## src/rtl/vga_console_if.sv

```systemverilog
// Byte-stream handshake into the text console writer.
// The source drives valid/data; the console drives ready.
interface vga_console_if;
  logic       char_valid;
  logic [7:0] char_data;
  logic       char_ready;

  modport master (
    output char_valid,
    output char_data,
    input  char_ready
  );

  modport slave (
    input  char_valid,
    input  char_data,
    output char_ready
  );
endinterface

```

## src/rtl/vga_console.sv

```systemverilog
// Character-stream writer for the 70x30 text-mode RAM.
// Scrolls by rotating top_row and blanking the recycled row.
module vga_console (
  input  logic         sys_clk,
  input  logic         rst,
  vga_console_if.slave chr,
  output logic         ram_wren,
  output logic [11:0]  ram_addr,
  output logic [7:0]   ram_data,
  output logic [6:0]   cursor_x,
  output logic [4:0]   cursor_y,
  output logic [4:0]   top_row
);

  localparam logic [7:0] BLANK = 8'h20;
  localparam logic [6:0] LAST_COL = 7'd69;
  localparam logic [4:0] LAST_ROW = 5'd29;
  localparam logic [11:0] LAST_CELL = 12'd2099;
  localparam logic [11:0] LINE_END = 12'd69;

  localparam logic [1:0] CLEAR_ALL  = 2'd0;
  localparam logic [1:0] IDLE       = 2'd1;
  localparam logic [1:0] CLEAR_LINE = 2'd2;

  logic [1:0]  state;
  logic [11:0] cnt;
  logic [11:0] clr_base;

  logic        accept;
  logic        is_ff;
  logic        is_lf;
  logic        is_cr;
  logic        is_bs;
  logic        is_print;
  logic        x_last;
  logic        scroll;
  logic        do_adv;

  logic [5:0]  row_sum;
  logic [4:0]  prow;
  logic [4:0]  top_nxt;
  logic [11:0] row_base;
  logic [11:0] top_base;
  logic [6:0]  col_dec;
  logic [11:0] wr_addr;
  logic [11:0] bs_addr;

  function automatic logic [11:0] mul70(
    input logic [4:0] r
  );
    logic [11:0] w;
    w = {7'd0, r};
    return (w << 6) + (w << 2) + (w << 1);
  endfunction

  assign chr.char_ready = (state == IDLE);
  assign accept = chr.char_valid & chr.char_ready;

  // Classify the incoming byte.
  always_comb begin
    is_ff    = (chr.char_data == 8'h0C);
    is_lf    = (chr.char_data == 8'h0A);
    is_cr    = (chr.char_data == 8'h0D);
    is_bs    = (chr.char_data == 8'h08);
    is_print = (chr.char_data >= 8'h20) &&
               (chr.char_data != 8'h7F);
  end

  // Physical row and RAM addresses for the cursor cell.
  always_comb begin
    row_sum = {1'b0, top_row} + {1'b0, cursor_y};
    if (row_sum >= 6'd30)
      prow = 5'(row_sum - 6'd30);
    else
      prow = row_sum[4:0];
    if (top_row == LAST_ROW)
      top_nxt = 5'd0;
    else
      top_nxt = top_row + 5'd1;
    row_base = mul70(prow);
    top_base = mul70(top_row);
    col_dec  = cursor_x - 7'd1;
    wr_addr  = row_base + {5'd0, cursor_x};
    bs_addr  = row_base + {5'd0, col_dec};
  end

  // Decide whether this accept moves to a new line.
  always_comb begin
    x_last = (cursor_x == LAST_COL);
    scroll = (cursor_y == LAST_ROW);
    do_adv = accept &
             (is_lf | (is_print & x_last));
  end

  // Control FSM and clear counter.
  always_ff @(posedge sys_clk or posedge rst) begin
    if (rst) begin
      state    <= CLEAR_ALL;
      cnt      <= '0;
      clr_base <= '0;
    end else begin
      unique case (state)
        CLEAR_ALL: begin
          if (cnt == LAST_CELL) begin
            state <= IDLE;
            cnt   <= '0;
          end else begin
            cnt <= cnt + 12'd1;
          end
        end
        CLEAR_LINE: begin
          if (cnt == LINE_END) begin
            state <= IDLE;
            cnt   <= '0;
          end else begin
            cnt <= cnt + 12'd1;
          end
        end
        IDLE: begin
          if (accept & is_ff) begin
            state <= CLEAR_ALL;
            cnt   <= '0;
          end else if (do_adv & scroll) begin
            state    <= CLEAR_LINE;
            cnt      <= '0;
            clr_base <= top_base;
          end
        end
        default: begin
          state <= CLEAR_ALL;
          cnt   <= '0;
        end
      endcase
    end
  end

  // Cursor column.
  always_ff @(posedge sys_clk or posedge rst) begin
    if (rst) begin
      cursor_x <= '0;
    end else if (accept) begin
      unique case (1'b1)
        is_ff, is_lf, is_cr: begin
          cursor_x <= '0;
        end
        is_bs: begin
          if (cursor_x != 7'd0)
            cursor_x <= col_dec;
        end
        is_print: begin
          if (x_last)
            cursor_x <= '0;
          else
            cursor_x <= cursor_x + 7'd1;
        end
        default: begin
        end
      endcase
    end
  end

  // Cursor row and scroll offset.
  always_ff @(posedge sys_clk or posedge rst) begin
    if (rst) begin
      cursor_y <= '0;
      top_row  <= '0;
    end else if (accept & is_ff) begin
      cursor_y <= '0;
      top_row  <= '0;
    end else if (do_adv) begin
      if (scroll)
        top_row <= top_nxt;
      else
        cursor_y <= cursor_y + 5'd1;
    end
  end

  // Registered RAM write port.
  always_ff @(posedge sys_clk or posedge rst) begin
    if (rst) begin
      ram_wren <= 1'b0;
      ram_addr <= '0;
      ram_data <= '0;
    end else begin
      ram_wren <= 1'b0;
      unique case (state)
        CLEAR_ALL: begin
          ram_wren <= 1'b1;
          ram_addr <= cnt;
          ram_data <= BLANK;
        end
        CLEAR_LINE: begin
          ram_wren <= 1'b1;
          ram_addr <= clr_base + cnt;
          ram_data <= BLANK;
        end
        IDLE: begin
          if (accept & is_print) begin
            ram_wren <= 1'b1;
            ram_addr <= wr_addr;
            ram_data <= chr.char_data;
          end else if (accept & is_bs &
                       (cursor_x != 7'd0)) begin
            ram_wren <= 1'b1;
            ram_addr <= bs_addr;
            ram_data <= BLANK;
          end
        end
        default: begin
        end
      endcase
    end
  end

endmodule
```

## src/flat_wrapper.sv

```systemverilog
// flat-port wrapper written by rule: the top's interface ports become plain ports
module vga_console_flat 
  (sys_clk, rst, ram_wren, ram_addr, ram_data, cursor_x, cursor_y, top_row, chr_char_valid, chr_char_data, chr_char_ready);
  vga_console_if chr_i ();
  input  logic sys_clk;
  input  logic rst;
  output logic ram_wren;
  output logic [11:0] ram_addr;
  output logic [7:0] ram_data;
  output logic [6:0] cursor_x;
  output logic [4:0] cursor_y;
  output logic [4:0] top_row;
  input wire logic [$bits(chr_i.char_valid)-1:0] chr_char_valid;
  input wire logic [$bits(chr_i.char_data)-1:0] chr_char_data;
  output wire logic [$bits(chr_i.char_ready)-1:0] chr_char_ready;
  assign chr_i.char_valid = chr_char_valid;
  assign chr_i.char_data = chr_char_data;
  assign chr_char_ready = chr_i.char_ready;
  vga_console u_core (.sys_clk(sys_clk), .rst(rst), .chr(chr_i), .ram_wren(ram_wren), .ram_addr(ram_addr), .ram_data(ram_data), .cursor_x(cursor_x), .cursor_y(cursor_y), .top_row(top_row));
endmodule
```

## config.mk

```make
export PLATFORM = sky130hd
export DESIGN_NAME = vga_console_flat
export DESIGN_NICKNAME = d
export VERILOG_FILES = /design/src/rtl/vga_console_if.sv /design/src/rtl/vga_console.sv /design/src/flat_wrapper.sv
export SDC_FILE = /design/constraint.sdc
export NUM_CORES = 1
export LEC_CHECK = 0
export ABC_AREA = 1
export CORE_MARGIN = 2
export CORE_UTILIZATION = 55
export CTS_BUF_LIST = sky130_fd_sc_hd__clkbuf_8
export DETAILED_ROUTE_END_ITERATION = 8
export PLACE_DENSITY_LB_ADDON = 0.12
export SYNTH_ARGS = -nofsm -noshare
export SYNTH_HDL_FRONTEND = slang
export SYNTH_SLANG_ARGS = --single-unit
```

## constraint.sdc

```tcl
create_clock -name sys_clk -period 7.5 [get_ports sys_clk]
set_input_delay 1.5 -clock sys_clk [delete_from_list [all_inputs] [get_ports sys_clk]]
set_output_delay 1.5 -clock sys_clk [all_outputs]
set_load 0.1 [all_outputs]
```

==> results.toml, run 1 <==
[outcome]
status = "completed"

[final_layout]
design_area_mm2 = 0.005818
drive_gt1_share_pct = 5.960
register_area_mm2 = 0.001577
fin_nets = 809
stdcell_count = 863
area_used_by_multi_input_combinational_logic_mm2 = 0.002989
fillerInstances = 801
final_cell_mix = "sky130_fd_sc_hd__nand2_1, sky130_fd_sc_hd__inv_1, sky130_fd_sc_hd__dfrtp_1"
most_common_library_cell_in_the_layout_ignoring_fill_and_taps = "sky130_fd_sc_hd__nand2_1"
diodes = 0
area.growth.synth_to_final_pct = 15.61

[setup_path]
critical_path.endpoint_type = "register"
critical_path_required_ns = 7.69
critical_path_launch_point_type = "register"
critPathArrivalTime_ns = 5.08
worstPathMaxFanout = 7
number_of_cells_traversed_by_the_worst_register_to_register_path = 23
type_of_the_worst_setup_path = "register to register"
timing.reg2reg.setup_slack_ns = 2.60

[cts]
cts_htree_levels = 3
root_buffer = "sky130_fd_sc_hd__clkbuf_8"
clk_transition_reported_paths_ns = 0.07
post_cts_resized = 0
tritoncts = "done"
clk_latency_ns = 0.35
hold_buffers = 0
post-cts-setup-buffer-count = 0
tritoncts_num_sinks = 63
clock_path_buffers = 2
tritoncts.num_buffers = 9

[sta]
max-slew-margin-rel_pct = 32.57
final-hold-violation-count = 0
timing.final.crit_period_ns = 4.897
drv_slew = 0
fin_tns_setup_ns = 0
maxClockFrequency_mhz = 204.2
hold_slack_ns = 0.4890
setup_viol = 0
worst_margin_pin_slew_ns = 1.008
rsz0062_at_grt = "false"
final_min_period_over_clock_period_pct = 65.29
skew_ns = 0.01092
post-route-worst-setup-slack_ns = 2.603

[synth]
ys_dominant_reg_cell = "sky130_fd_sc_hd__dfrtp_1"
syn_nets = 761
ys_async_sr_fraction_pct = 100.0
synth_area_per_cell_um2 = 7.169
area_fraction_of_the_dominant_cell_type_after_synthesis_pct = 31.33
area_leader_netlist = "sky130_fd_sc_hd__dfrtp_1"
yosys-top-cells-area = "sky130_fd_sc_hd__dfrtp_1, sky130_fd_sc_hd__nand2_1, sky130_fd_sc_hd__ha_1"
synthesis.area_mm2 = 0.005032
yosysWarnings = 0
yosysSeqAreaShare_pct = 31.33
yosysUniqueCellTypes = 44
count_of_flip_flops_with_a_built_in_enable_after_synthesis = 0
synth.ff_latch_count = 63
count_of_mapped_cells_out_of_synthesis = 702

[place]
globalplace.congestion = 0.9079
placement.setup.worst_slack_ns = 2.631
buffer_ports.inserted = 49
place_area_mm2 = 0.005612
hpwlAfterDp_um = 10040
dpl.cell_count = 847

[global_routing]
top_usage_layer = "met2"
global_route_wire_length_before_repair_um = 22310
grt_util_met2_pct = 45.11
antenna_violations_before_repair = 0
gr-usage-met1_pct = 38.13
first_global_vias = 4733
grt_max_degree = 64
grtUsageMet3_pct = 5.341
grt-ovfl-total = 0
grt.total_usage_pct = 28.10

[die]
die_y_um = 99.66
number_of_i_o_pins = 50
core.rowCount = 34
floorplan.initialDensity_pct = 57.15
core_area_mm2 = 0.008806
floorplan.die.width_um = 99.66
die-area_mm2 = 0.009931

[hold_path]
hold-path-cell-count = 2
hold_path_class = "register to register"

[drt]
via_count = 4865
drc = 0
detail_route.vias_per_cell = 5.637
count_of_antenna_violating_nets_left_after_detailed_routing = 0
wl_per_cell_um = 15.12
dr.first_iter.drc_count = 319
postRouteWirelength_um = 13050
drt_first_pass_iters = 4

[pwr]
max_vdd_drop_mv = 0.07872
power_density_mw_per_mm2 = 115.2
power.static_leakage_nw = 2.999

[job]
drv.max_cap_violation_count = 0
==> path summary, 6_finish.rpt <==
check,startpoint,to
setup reg to reg,u_core.top_row[0],u_core.ram_addr[6]
setup / recovery,u_core.top_row[0],u_core.ram_addr[6]
hold reg to reg,u_core.ram_data[6],u_core.ram_data[6]
max in group asynchronous,rst,u_core.cursor_y[1]
hold / removal,u_core.ram_data[6],u_core.ram_data[6]
min in group asynchronous,rst,u_core.cnt[1]
==> cell usage after synthesis (2+ instances only) <==
cell                       number
sky130_fd_sc_hd__nor2_1        57
sky130_fd_sc_hd__inv_2          5
sky130_fd_sc_hd__xor2_1        20
sky130_fd_sc_hd__o21ai_1        3
sky130_fd_sc_hd__o21ai_0       53
sky130_fd_sc_hd__or2_2          2
sky130_fd_sc_hd__xnor2_1        4
sky130_fd_sc_hd__nand4_1        8
sky130_fd_sc_hd__o21bai_1       3
sky130_fd_sc_hd__a22o_1         3
sky130_fd_sc_hd__nand2_1      163
sky130_fd_sc_hd__nand3_2        2
sky130_fd_sc_hd__nor3_1        18
sky130_fd_sc_hd__o22ai_1       10
sky130_fd_sc_hd__fa_1           5
sky130_fd_sc_hd__dfrtp_1       63
sky130_fd_sc_hd__a21oi_2        2
sky130_fd_sc_hd__o21a_1         3
sky130_fd_sc_hd__o211ai_1       2
sky130_fd_sc_hd__a21oi_1       33
sky130_fd_sc_hd__o32ai_1        2
sky130_fd_sc_hd__nand3_1       39
sky130_fd_sc_hd__a221oi_1       4
sky130_fd_sc_hd__o211a_1        2
sky130_fd_sc_hd__nor4_1         3
sky130_fd_sc_hd__clkbuf_1      11
sky130_fd_sc_hd__a31oi_1        6
sky130_fd_sc_hd__nor2_2         4
sky130_fd_sc_hd__nor3b_1        2
sky130_fd_sc_hd__inv_1        105
sky130_fd_sc_hd__ha_1          43
sky130_fd_sc_hd__o31ai_1        3
sky130_fd_sc_hd__nand2_2        8
==> per-layer routing <==
layer  up-vias  part of all wire [%]
li1       2406                     -
met1      2271                    47
met2       164                    45
met3        24                   5.9
met4         0                   2.1
met5         -                     0
==> final cells by class <==
cell class / count / area share, %
inverters: 110 / 7.097
well taps: 108 / 2.323
multi-input cells: 516 / 51.38
repair buffers: 50 / 8.559
flip-flops and latches: 63 / 27.10
clock buffers: 10 / 2.366
clock inverters: 6 / 1.183
==> power breakdown <==
group / total [mW] / internal, mW / leakage (nW) / switching [mW]
Clock: 0.313 / 0.164 / 0.103 / 0.149
Combinational: 0.0175 / 0.00606 / 2.15 / 0.0115
Sequential: 0.339 / 0.339 / 0.747 / 0
==> sequential cells by signal (all words and copies together), names as in the netlist <==
register         cells
u_core.clr_base     11
u_core.cnt          12
u_core.cursor_x      7
u_core.cursor_y      5
u_core.ram_addr     12
u_core.ram_data      8
u_core.ram_wren      1
u_core.state         2
u_core.top_row       5
==> cells by family (layout without fill, tap and decap cells) <==
kind of cell,after synthesis,after routing,synth area share [%]
adder cells (fa/ha/maj),48,48,12.68
AND/OR/NAND/NOR,308,308,26.26
AO/OA/AOI/OAI,135,135,15.96
flip-flops,63,63,31.33
buffers and inverters,123,176,9.274
XOR/XNOR,25,25,4.500
==> critical path, stage by stage, from the launching register on <==
cell and delay, ns:
sky130_fd_sc_hd__dfrtp_1 0.49, sky130_fd_sc_hd__ha_1 0.28, sky130_fd_sc_hd__inv_1 0.07, sky130_fd_sc_hd__fa_1 0.53, sky130_fd_sc_hd__nor2_2 0.17, sky130_fd_sc_hd__nand3_2 0.12
sky130_fd_sc_hd__o21bai_4 0.23, sky130_fd_sc_hd__xor2_1 0.31, sky130_fd_sc_hd__ha_1 0.25, sky130_fd_sc_hd__inv_1 0.06, sky130_fd_sc_hd__fa_1 0.47, sky130_fd_sc_hd__inv_1 0.05
sky130_fd_sc_hd__ha_1 0.33, sky130_fd_sc_hd__a21oi_1 0.17, sky130_fd_sc_hd__inv_1 0.06, sky130_fd_sc_hd__a31oi_1 0.21, sky130_fd_sc_hd__nor2_1 0.09, sky130_fd_sc_hd__nor2_1 0.09
sky130_fd_sc_hd__o21bai_1 0.07, sky130_fd_sc_hd__or2_2 0.27, sky130_fd_sc_hd__nand3_1 0.09, sky130_fd_sc_hd__a21oi_1 0.08, sky130_fd_sc_hd__a21oi_1 0.14, sky130_fd_sc_hd__o21ai_0 0.09
==> stage by stage <==
| step | power, mW | utilization (%) |
|---|---|---|
| finish | 0.6703 | 66.07 |
| global route | 0.6940 | 66.07 |
| CTS | 0.6756 | 66.07 |
| detailed placement | 0.3642 | 63.73 |
| global placement | 0.3635 | 63.73 |
| floorplan | 0.3544 | - |
(Power assumes the default switching activity.)
==> run 2: changes to the inputs <==
Clock period 7.5 ns to 4.9 ns, I/O delays scaled along.
==> run 2 against run 1 <==
Compared with the run above:
- clock skew grew 0.0016 ns
- worst setup slack lost 2.2 ns
- worst hold slack gained 0.00081 ns
- sequential share of layout area shrank 0.23 points
- combinational power grew 56%
- cell count grew 0.35%
- critical endpoint is now u_core.ram_addr[8]
==> results.toml, run 2 (synthesized netlist as in run 1, its figures left out) <==
[global_routing]
first_global_vias = 4541
grt_util_met2_pct = 44.39
grt-ovfl-total = 0
grt_max_degree = 38
grt.total_usage_pct = 28.15
gr-usage-met1_pct = 37.72
top_usage_layer = "met2"
global_route_wire_length_before_repair_um = 22160
antenna_violations_before_repair = 0
grtUsageMet3_pct = 5.903

[setup_path]
type_of_the_worst_setup_path = "register to register"
cp-startpoint = "u_core.cursor_y[0]"
worst_r2r_endpoint = "u_core.ram_addr[8]"
critical_path.endpoint_type = "register"
crit_slowest_cell = "sky130_fd_sc_hd__fa_1"
worstPathMaxFanout = 7
critical_path.reg2reg.startpoint = "u_core.cursor_y[0]"
number_of_cells_traversed_by_the_worst_register_to_register_path = 26
critical_path_required_ns = 5.15
critical_path_launch_point_type = "register"
timing.reg2reg.setup_slack_ns = 0.38
critical_path.max_stage_delay_ns = 0.49
critPathArrivalTime_ns = 4.77

[cts]
tritoncts = "done"
root_buffer = "sky130_fd_sc_hd__clkbuf_8"
post_cts_resized = 0
clk_transition_reported_paths_ns = 0.09
cts_htree_levels = 3
post-cts-setup-buffer-count = 0
clk_latency_ns = 0.35
tritoncts_num_sinks = 63
clock_path_buffers = 2
hold_buffers = 0
tritoncts.num_buffers = 9

[die]
die_y_um = 99.66
core.rowCount = 34
core_area_mm2 = 0.008806
floorplan.initialDensity_pct = 57.15
number_of_i_o_pins = 50
floorplan.die.width_um = 99.66
die-area_mm2 = 0.009931

[final_layout]
design_area_mm2 = 0.005878
most_common_library_cell_in_the_layout_ignoring_fill_and_taps = "sky130_fd_sc_hd__nand2_1"
fillerInstances = 806
fin_nets = 812
diodes = 0
final_cell_mix = "sky130_fd_sc_hd__nand2_1, sky130_fd_sc_hd__inv_1, sky130_fd_sc_hd__dfrtp_1"
area.growth.synth_to_final_pct = 16.81
biggestRegsByFlops = "u_core.cnt x12, u_core.ram_addr x12, u_core.clr_base x11"
drive_gt1_share_pct = 6.860

[sta]
rsz0062_at_grt = "false"
max-slew-margin-rel_pct = 32.06
worst_margin_pin_slew_ns = 1.016
timing.final.crit_period_ns = 4.517
drv_slew = 0
setup_viol = 0
maxClockFrequency_mhz = 221.4
hold_slack_ns = 0.4899
skew_ns = 0.01257
final-hold-violation-count = 0
final_min_period_over_clock_period_pct = 92.19
fin_tns_setup_ns = 0

[drt]
via_count = 4867
dr.first_iter.drc_count = 312
drc = 0
count_of_antenna_violating_nets_left_after_detailed_routing = 0
postRouteWirelength_um = 13520
detail_route.vias_per_cell = 5.620
drt_first_pass_iters = 5
wl_per_cell_um = 15.61

[hold_path]
timing.hold.worst_endpoint = "u_core.ram_addr[1]"
hold_path.startpoint = "u_core.ram_addr[1]"
hold-path-cell-count = 2
hold_path_class = "register to register"

[pwr]
power.total_mw = 1.082
power_density_mw_per_mm2 = 184.0
max_vdd_drop_mv = 0.1116
power.static_leakage_nw = 3.018

[place]
globalplace.congestion = 0.9226
hpwlAfterDp_um = 10430
buffer_ports.inserted = 49
place_area_mm2 = 0.005634

[outcome]
status = "completed"

[job]
drv.max_cap_violation_count = 0
-- run 2: cell types whose count changed in the layout (fill, tap and decap cells not counted), sizes merged --
| cell | delta |
|---|---|
| buf | +3 |
| clkinv | -2 |
| bufinv | +1 |
| clkinvlp | +1 |
-- run 2: metrics by stage --
step | setup slack [ns] | util (%) | cells
3_5_place_dp | 0.3122 | 63.98 | 850
5_1_grt | 0.01096 | 66.75 | 866
3_3_place_gp | 0.4712 | 63.98 | 850
6_report | 0.3826 | 66.75 | 866
2_1_floorplan | 0.003196 | - | 702
4_1_cts | 0.2902 | 66.60 | 866
-- run 2: metal layers --
metal / vias to the layer above / part of all wire (%)
met5: - / 0
met4: 0 / 2.9
met3: 29 / 6.5
met2: 176 / 45
met1: 2254 / 46
li1: 2408 / -
-- run 2: final cells by class --
cell class	instances	area [um2]	share of cell area, %
clock inverter	6	92.59	1.575
clock buffer	10	137.6	2.341
timing repair buffer	53	520.5	8.855
multi-input combinational	516	3000	51.04
inverter	110	412.9	7.024
sequential	63	1579	26.86
tap	108	135.1	2.299
-- run 2: worst max path at each step --
stage	end	slack, ns	cells past startpoint
2_1_floorplan	u_core.ram_addr[6]	0.003	22
3_3_place_gp	u_core.ram_addr[8]	0.47	26
3_5_place_dp	u_core.ram_addr[8]	0.31	26
4_1_cts	u_core.ram_addr[8]	0.29	28
5_1_grt	u_core.ram_addr[8]	0.01	26
6_report	u_core.ram_addr[8]	0.38	26
-- run 2: report_power, final --
group	switching, mW	internal, mW
Combinational	0.0180	0.00927
Clock	0.232	0.303
Sequential	0	0.519
-- run 2: critical path: cells and delay by family (launching register included) --
kind	cells	cell delay, ns
fa+ha+maj	5	1.73
simple gates	10	0.98
compound gates	6	0.84
buf+inv	4	0.22
flops	1	0.45
xor+xnor	1	0.21
==> run 3: changes to the inputs <==
Settings changed: CORE_MARGIN 2 to 3.
==> run 3 against run 2 <==
Compared with the run above:
- power is 7.7% lower
- non-clock buffer count is 2 higher
- clock skew is 0.0070 ns higher
- worst setup slack better by 0.041 ns
==> results.toml, run 3 (synthesized netlist as in run 1, its figures left out) <==
[outcome]
status = "completed"

[sta]
skew_ns = 0.01961
setup_viol = 0
maxClockFrequency_mhz = 223.4
max-slew-margin-rel_pct = 32.82
rsz0062_at_grt = "false"
fin_tns_setup_ns = 0
timing.final.crit_period_ns = 4.477
final_min_period_over_clock_period_pct = 91.36
final-hold-violation-count = 0
worst_margin_pin_slew_ns = 1.005
drv_slew = 0

[cts]
clock_path_buffers = 2
root_buffer = "sky130_fd_sc_hd__clkbuf_8"
tritoncts = "done"
cts_htree_levels = 3
clk_transition_reported_paths_ns = 0.07
clk_latency_ns = 0.35
tritoncts.num_buffers = 9
tritoncts_num_sinks = 63

[global_routing]
grt-ovfl-total = 0
antenna_violations_before_repair = 0
global_route_wire_length_before_repair_um = 22220
gr-usage-met1_pct = 37.42
grt.total_usage_pct = 27.40
top_usage_layer = "met2"
grt_util_met2_pct = 42.51
grt_max_degree = 38
grtUsageMet3_pct = 5.303
first_global_vias = 4566

[die]
die-area_mm2 = 0.01033
core.rowCount = 34
core_area_mm2 = 0.008806
floorplan.initialDensity_pct = 57.15
number_of_i_o_pins = 50
die_y_um = 101.7
floorplan.die.width_um = 101.7

[final_layout]
diodes = 0
area.growth.synth_to_final_pct = 16.26
fin_nets = 814
final_cell_mix = "sky130_fd_sc_hd__nand2_1, sky130_fd_sc_hd__inv_1, sky130_fd_sc_hd__dfrtp_1"
design_area_mm2 = 0.005851
drive_gt1_share_pct = 6.974
most_common_library_cell_in_the_layout_ignoring_fill_and_taps = "sky130_fd_sc_hd__nand2_1"
biggestRegsByFlops = "u_core.cnt x12, u_core.ram_addr x12, u_core.clr_base x11"

[drt]
detail_route.vias_per_cell = 5.568
via_count = 4833
drc = 0
wl_per_cell_um = 15.48
count_of_antenna_violating_nets_left_after_detailed_routing = 0
postRouteWirelength_um = 13440
drt_first_pass_iters = 5
dr.first_iter.drc_count = 324

[place]
buffer_ports.inserted = 49
hpwlAfterDp_um = 10470
globalplace.congestion = 0.9241
place_area_mm2 = 0.005634

[setup_path]
type_of_the_worst_setup_path = "register to register"
critical_path_required_ns = 5.12
critPathArrivalTime_ns = 4.70
critical_path.endpoint_type = "register"
worstPathMaxFanout = 7
crit_slowest_cell = "sky130_fd_sc_hd__fa_2"
crit_top_cell = "sky130_fd_sc_hd__nand2_1"
critical_path_launch_point_type = "register"
critical_path.max_stage_delay_ns = 0.48

[pwr]
power.static_leakage_nw = 3.017
max_vdd_drop_mv = 0.1040
power_density_mw_per_mm2 = 170.6

[hold_path]
hold_path_class = "register to register"

[job]
drv.max_cap_violation_count = 0
==> run 3: cell count changes in the layout (fill, tap and decap cells not counted), sizes merged <==
cell	previous run	this run
clkinv	1	4
buf	4	6
bufinv	2	1
clkbuf	10	9
clkinvlp	2	1
==> run 3: per-layer routing <==
| layer | wire (um) | share of wire, % |
|---|---|---|
| met1 | 6253 | 47 |
| met5 | 0 | 0 |
| met3 | 907 | 6.8 |
| met4 | 327 | 2.4 |
| met2 | 5946 | 44 |
==> run 3: where the power goes <==
part	total [mW]	switching, mW	internal [mW]
registers	0.520	0	0.520
clock network	0.452	0.220	0.231
logic	0.0269	0.0176	0.00927
==> run 3: layout make-up <==
class,count,area [um2]
Fill cell,767,2955
Clock buffer,9,123.9
Multi-Input combinational cell,516,2999
Sequential cell,63,1579
Clock inverter,7,65.06
Tap cell,108,135.1
Timing Repair Buffer,55,535.5
Inverter,110,412.9
==> run 3: path summary, 6_finish.rpt <==
| path | from | end | slack, ns | cells past startpoint |
|---|---|---|---|---|
| setup reg to reg | u_core.cursor_y[0] | u_core.ram_addr[10] | 0.42 | 28 |
| setup / recovery | u_core.cursor_y[0] | u_core.ram_addr[10] | 0.42 | 28 |
| min in group asynchronous | rst | u_core.ram_wren | 0.99 | 2 |
| max in group asynchronous | rst | u_core.top_row[0] | 2.96 | 3 |
| hold reg to reg | u_core.ram_data[0] | u_core.ram_data[0] | 0.49 | 2 |
| hold / removal | u_core.ram_data[0] | u_core.ram_data[0] | 0.49 | 2 |
==> run 3: stage by stage <==
| stage | util (%) | power (mW) | setup WS [ns] | hold slack [ns] | cells |
|---|---|---|---|---|---|
| floorplan | - | 0.5425 | 0.003196 | 0.4594 | 702 |
| global placement | 63.98 | 0.5573 | 0.4748 | 0.4703 | 850 |
| detailed placement | 63.98 | 0.5572 | 0.3157 | 0.4770 | 850 |
| CTS | 66.13 | 1.003 | 0.3048 | 0.4934 | 866 |
| global route | 66.44 | 1.027 | 0.003781 | 0.5205 | 868 |
| finish | 66.44 | 0.9983 | 0.4234 | 0.4899 | 868 |
==> run 3: critical path, delay by kind of cell, from the launching register on <==
kind                       cells  cell delay (ns)
DFF                            1             0.45
and+or+nand+nor               14             1.10
xor gates and xnor gates       1             0.21
adders and majority gates      5             1.72
buffers and inverters          4             0.23
AOI/OAI and AO/OA              4             0.66
==> run 3: repair_timing <==
action                     CTS  global route
buffers inserted             0             2
setup endpoints to repair    0             6
hold endpoints to repair     0             0
hold buffers                 0             0
resized for setup            0             4
